[config.mk]
export PLATFORM = sky130hd
export DESIGN_NAME = alu_issue_stage
export DESIGN_NICKNAME = d
export VERILOG_FILES = /design/src/rtl/alu_pkg.sv /design/src/rtl/tiny_alu.sv /design/src/rtl/alu_issue_stage.sv
export SDC_FILE = /design/constraint.sdc
export NUM_CORES = 1
export LEC_CHECK = 0
export BUFFER_PORTS_ARGS = -buffer_cell sky130_fd_sc_hd__buf_2
export CAP_MARGIN = 20
export CORE_ASPECT_RATIO = 1.25
export CORE_MARGIN = 2
export CORE_UTILIZATION = 40
export DETAILED_ROUTE_END_ITERATION = 10
export SETUP_SLACK_MARGIN = 0.5
export SLEW_MARGIN = 5
export SYNTH_ARGS = -nofsm -noshare
export SYNTH_HDL_FRONTEND = slang
export SYNTH_SLANG_ARGS = --single-unit
[constraint.sdc]
create_clock -name clk_i -period 3.96 [get_ports clk_i]
set_clock_uncertainty 0.1 [all_clocks]
set_input_delay 0.198 -clock clk_i [delete_from_list [all_inputs] [get_ports clk_i]]
set_output_delay 0.198 -clock clk_i [all_outputs]
set_load 0.02 [all_outputs]
[src/rtl/alu_pkg.sv]
`default_nettype none
// ============================================================================
//  Module   : alu_pkg
//  Purpose  : Shared ALU opcode encoding, flag bit positions and the
//             stage-1 operand record used by the issue stage.
//  Revision : 1.0 - initial release
// ============================================================================
package alu_pkg;

    typedef enum logic [1:0] {
        ALU_ADD = 2'b00,
        ALU_SUB = 2'b01,
        ALU_AND = 2'b10,
        ALU_OR  = 2'b11
    } alu_op_e;

    // Bit positions inside the 4-bit {N,Z,C,O} flag vector
    localparam int FLAG_N = 3;
    localparam int FLAG_Z = 2;
    localparam int FLAG_C = 1;
    localparam int FLAG_O = 0;

    // Operation as captured by the operand register
    typedef struct packed {
        alu_op_e    op;
        logic [7:0] a;
        logic [7:0] b;
        logic       use_acc;
        logic       wr_acc;
    } s1_entry_t;

endpackage : alu_pkg
`default_nettype wire

[src/rtl/tiny_alu.sv]
`default_nettype none
// ============================================================================
//  Module   : tiny_alu
//  Purpose  : 8-bit combinational ALU (ADD/SUB/AND/OR) producing {N,Z,C,O}.
//             SUB is computed as A + ~B + 1, so C=1 means "no borrow".
//             C and O are forced to 0 for the logic operations.
//  Revision : 1.0 - initial release
// ============================================================================
module tiny_alu
    import alu_pkg::*;
(
    input  alu_op_e    op_i,
    input  logic [7:0] a_i,
    input  logic [7:0] b_i,
    output logic [7:0] res_o,
    output logic [3:0] flags_o
);

    logic [8:0] w_sum;
    logic [7:0] w_res;
    logic       w_carry;
    logic       w_ovf;

    // Result, carry and signed overflow for the selected operation
    always_comb begin
        w_sum   = 9'h000;
        w_res   = 8'h00;
        w_carry = 1'b0;
        w_ovf   = 1'b0;
        case (op_i)
            ALU_ADD: begin
                w_sum   = {1'b0, a_i} + {1'b0, b_i};
                w_res   = w_sum[7:0];
                w_carry = w_sum[8];
                w_ovf   = (a_i[7] == b_i[7]) && (w_res[7] != a_i[7]);
            end
            ALU_SUB: begin
                w_sum   = {1'b0, a_i} + {1'b0, ~b_i} + 9'd1;
                w_res   = w_sum[7:0];
                w_carry = w_sum[8];
                w_ovf   = (a_i[7] != b_i[7]) && (w_res[7] != a_i[7]);
            end
            ALU_AND: w_res = a_i & b_i;
            ALU_OR:  w_res = a_i | b_i;
            default: w_res = 8'h00;
        endcase
    end

    // Pack result and flag vector
    always_comb begin
        res_o           = w_res;
        flags_o         = 4'h0;
        flags_o[FLAG_N] = w_res[7];
        flags_o[FLAG_Z] = (w_res == 8'h00);
        flags_o[FLAG_C] = w_carry;
        flags_o[FLAG_O] = w_ovf;
    end

endmodule : tiny_alu
`default_nettype wire

[src/rtl/alu_issue_stage.sv]
`default_nettype none
// ============================================================================
//  Module   : alu_issue_stage
//  Purpose  : Two-stage issue/writeback wrapper around tiny_alu with an 8-bit
//             accumulator. Stage 1 holds operands, the ALU sits between the
//             stages, stage 2 holds result/flags for the downstream consumer.
//             The accumulator is written at the same edge an op leaves stage
//             1, so a following op already in stage 1 reads the new value.
//  Revision : 1.0 - initial release
// ============================================================================
module alu_issue_stage
    import alu_pkg::*;
#(
    parameter logic [7:0] ACC_INIT = 8'h00
)(
    input  logic       clk_i,
    input  logic       rst_i,
    input  logic       in_valid_i,
    output logic       in_ready_o,
    input  logic [1:0] op_i,
    input  logic [7:0] a_i,
    input  logic [7:0] b_i,
    input  logic       use_acc_i,
    input  logic       wr_acc_i,
    input  logic       acc_clr_i,
    output logic       out_valid_o,
    input  logic       out_ready_i,
    output logic [7:0] res_o,
    output logic [3:0] flags_o,
    output logic [7:0] acc_o
);

    s1_entry_t  s1_q,       s1_d;
    logic       s1_valid_q, s1_valid_d;
    logic       s2_valid_q, s2_valid_d;
    logic [7:0] res_q,      res_d;
    logic [3:0] flags_q,    flags_d;
    logic [7:0] acc_q,      acc_d;

    logic       w_s1_adv;
    logic       w_accept;
    logic [7:0] w_alu_a;
    logic [7:0] w_alu_res;
    logic [3:0] w_alu_flags;

    // Handshake: stage 1 empties whenever stage 2 is free or being drained
    always_comb begin
        w_s1_adv   = s1_valid_q && (!s2_valid_q || out_ready_i);
        in_ready_o = !s1_valid_q || w_s1_adv;
        w_accept   = in_valid_i && in_ready_o;
        w_alu_a    = s1_q.use_acc ? acc_q : s1_q.a;
    end

    tiny_alu u_alu (
        .op_i    (s1_q.op),
        .a_i     (w_alu_a),
        .b_i     (b_i_unused_guard(s1_q.b)),
        .res_o   (w_alu_res),
        .flags_o (w_alu_flags)
    );

    function automatic logic [7:0] b_i_unused_guard(input logic [7:0] v);
        return v;
    endfunction

    // Next-state for both pipeline stages and the accumulator
    always_comb begin
        s1_d       = s1_q;
        s1_valid_d = s1_valid_q;
        s2_valid_d = s2_valid_q;
        res_d      = res_q;
        flags_d    = flags_q;
        acc_d      = acc_q;

        if (w_accept) begin
            s1_valid_d = 1'b1;
            s1_d.op    = alu_op_e'(op_i);
            s1_d.a     = a_i;
            s1_d.b     = b_i;
            s1_d.use_acc = use_acc_i;
            s1_d.wr_acc  = wr_acc_i;
        end else if (w_s1_adv) begin
            s1_valid_d = 1'b0;
        end

        if (w_s1_adv) begin
            s2_valid_d = 1'b1;
            res_d      = w_alu_res;
            flags_d    = w_alu_flags;
        end else if (out_ready_i && s2_valid_q) begin
            s2_valid_d = 1'b0;
        end

        // Clear wins over a same-edge write; the advancing op has already
        // read the pre-clear value through w_alu_a.
        if (acc_clr_i) begin
            acc_d = ACC_INIT;
        end else if (w_s1_adv && s1_q.wr_acc) begin
            acc_d = w_alu_res;
        end
    end

    // State registers with synchronous reset dropping any in-flight op
    always_ff @(posedge clk_i) begin
        if (rst_i) begin
            s1_q       <= '0;
            s1_valid_q <= 1'b0;
            s2_valid_q <= 1'b0;
            res_q      <= 8'h00;
            flags_q    <= 4'h0;
            acc_q      <= ACC_INIT;
        end else begin
            s1_q       <= s1_d;
            s1_valid_q <= s1_valid_d;
            s2_valid_q <= s2_valid_d;
            res_q      <= res_d;
            flags_q    <= flags_d;
            acc_q      <= acc_d;
        end
    end

    // Registered outputs
    always_comb begin
        out_valid_o = s2_valid_q;
        res_o       = res_q;
        flags_o     = flags_q;
        acc_o       = acc_q;
    end

endmodule : alu_issue_stage
`default_nettype wire

==> results.yml <==
synth:
  syn_inst: 341
  synth_cell_types: 46
  synth_nets: 396
  syn_area_um2: 2680
  yosysSeqAreaShare_pct: 30.6
  ys_warn_count: 0
  synth_area_per_cell_um2: 7.86
  ys.flop_type: "dfxtp_1"
  synth_edf_count: 0
  yosys.area.top_type: "dfxtp_1"
  ys_async_sr_fraction_pct: 0
  synth_top_cell_area_share_pct: 30.6
  ys_ff_latch: 41
  synthTopCellsByArea: "dfxtp_1 (31%), ha_1 (13%), nand2_1 (8.8%), a21oi_1 (7.8%), mux2i_1 (4.5%)"
worst_setup_path:
  crit_required_ns: 4.11
  crit_path_max_fanout: 5
  start_kind: "flip-flop"
  cp-endpoint: "flags_o[2]"
  rrSetupSlack_ns: 0.81
  arrival_ns: 3.30
  r2r_cells: 13
  r2r_start: "s1_q[1]"
  r2r-end: "flags_o[2]"
  endpoint_kind: "flip-flop"
  setup.worst_path.class: "reg2reg"
  worstSetupStartpoint: "s1_q[1]"
pwr:
  ir_drop_mv: 0.205
  finalPower_mw: 0.973
  power_density_nw_per_um2: 321
  leakagePower_nw: 1.32
global_route:
  grt_max_degree: 35
  grt_use_total_pct: 19.1
  grt.overflow.total: 0
  antenna_found_initial: 0
  grt_pass1_vias: 2289
  grt_pass1_wl_um: 11200
routing:
  drc: 0
  vias_per_cell: 5.09
  wl_per_cell_um: 14.3
  ant_nets: 0
  vias: 2351
  finalWirelength_um: 6620
  drt-initial-drc-count: 132
  first_pass_iters: 4
floorplan:
  fp.dieH_um: 95.5
  start_util_pct: 41.1
  std_cell_rows: 33
  die-area_um2: 7370
  die_w_um: 77.2
  pin_count: 47
  core_um2: 6520
sta:
  tns_ns: 0
  tightest_slew_ns: 0.875
  drv_slew: 0
  setup_viol: 0
  maxSlewHeadroom_pct: 41.6
  fin_crit_ns: 3.15
  fmax_ghz: 0.317
  finalCritPeriodShare_pct: 79.6
  hold_violations: 0
  rsz0062_at_grt: "false"
clocking:
  postCtsSetupRepairBufs: 0
  clockBufferDepth: 2
  tritoncts: "yes"
  h-tree-depth: 2
  insertion_delay_ns: 0.30
  cts_made_buffers: 5
  clk_pin_slew_ns: 0.09
  root_buffer: "clkbuf_8"
  cts_sinks: 41
min_path:
  holdCritPathClass: "in2reg"
run_status:
  run_status: "finished, final reports clean"
layout:
  final_cell_mix: "nand2_1 (63), buf_2 (46), a21oi_1 (42), dfxtp_1 (41), nor2_1 (31)"
  drive_gt1_share_pct: 17.6
  fin_cells: 462
  final_nets: 429
  final_common_cell: "nand2_1"
  num-fill-cells: 722
  antenna_cells: 0
  area_growth_pct: 13.1
place:
  place.gp.congestion: 0.886
  hpwl_um: 5130
  post-place-cells: 454
  io_buffers: 46
flow_run:
  cap_violations: 0
[sequential cells by signal, summed over array words and instances, names as in the netlist]
register / count
flags_o: 3
s1_valid_q: 1
s1_q: 20
res_o: 8
out_valid_o: 1
acc_o: 8
[routing by layer]
| layer | wire, um | vias up | GRT usage (%) |
|---|---|---|---|
| li1 | - | 1210 | - |
| met1 | 2880 | 1092 | 22.2 |
| met2 | 3410 | 37 | 34.5 |
| met3 | 177 | 12 | 3.31 |
| met4 | 154 | 0 | 8.04 |
| met5 | 0 | - | 0 |
[layout make-up]
type                    instances  area, um2  area share (%)
clock buffers                   5       68.8            2.27
well taps                      87        109            3.59
clock inverters                 3       17.5           0.578
repair buffers                 47        238            7.84
inverters                      25       93.8            3.10
multi-input cells             254       1680            55.5
flip-flops and latches         41        821            27.1
[cells in the mapped netlist, types with 4 or more instances]
cell / instances
nand2_1: 63
nand3_1: 5
o211ai_1: 4
dfxtp_1: 41
inv_1: 25
clkbuf_1: 16
xnor2_1: 5
o21ai_0: 11
nor2_1: 31
mux2i_1: 12
and2_1: 4
xor2_1: 6
a211oi_1: 6
ha_1: 28
a21oi_1: 42
nor2b_1: 4
[kinds of logic after synthesis]
kind of cell / after synthesis / share of synthesized area, %
AO/OA/AOI/OAI: 81 / 19.2
XOR/XNOR: 11 / 3.59
AND/OR/NAND/NOR: 118 / 18.9
adder cells (fa/ha/maj): 30 / 14.6
flip-flops: 41 / 30.6
buffers and inverters: 46 / 6.96
multiplexers: 14 / 6.16
[report_power, final]
part	internal (mW)	switching [mW]
Clock	0.122	0.154
Sequential	0.431	0.0196
Combinational	0.101	0.145
[worst min-delay path by stage]
stage | from | end | depth (start not counted)
6_report | b_i[6] | s1_q[8] | 3
5_1_grt | b_i[7] | s1_q[9] | 3
4_1_cts | b_i[6] | s1_q[8] | 3
3_5_place_dp | a_i[0] | s1_q[10] | 3
3_3_place_gp | in_valid_i | s1_valid_q | 3
2_1_floorplan | in_valid_i | s1_valid_q | 2
[through the flow]
| stage | utilization (%) | hold WS, ns | worst slack (ns) | area [um2] |
|---|---|---|---|---|
| finish | 46.5 | 0.0253 | 0.808 | 3030 |
| global route | 46.5 | 0.0224 | 0.581 | 3030 |
| CTS | 46.3 | 0.0219 | 0.635 | 3020 |
| detailed placement | 45.0 | 0.343 | 0.656 | 2930 |
| global placement | 45.0 | 0.337 | 0.831 | 2930 |
| floorplan | - | 0.215 | 0.741 | 2680 |
[repair_timing]
| action | in CTS | in global routing |
|---|---|---|
| endpoints found under the setup margin | 0 | 1 |
| hold buffers | 0 | 0 |
| gates resized for setup | 0 | 2 |
[worst max-delay path, stage by stage (launching register included)]
cell	delay, ns
dfxtp_1	0.49
buf_4	0.22
mux2i_1	0.12
inv_1	0.07
ha_1	0.19
inv_1	0.07
fa_1	0.41
nor2b_1	0.19
o2111ai_1	0.13
nand2_1	0.12
mux2i_1	0.08
o21ai_0	0.17
a21boi_0	0.51
a32o_1	0.25
No activity file was read; power rests on OpenSTA's default activity.
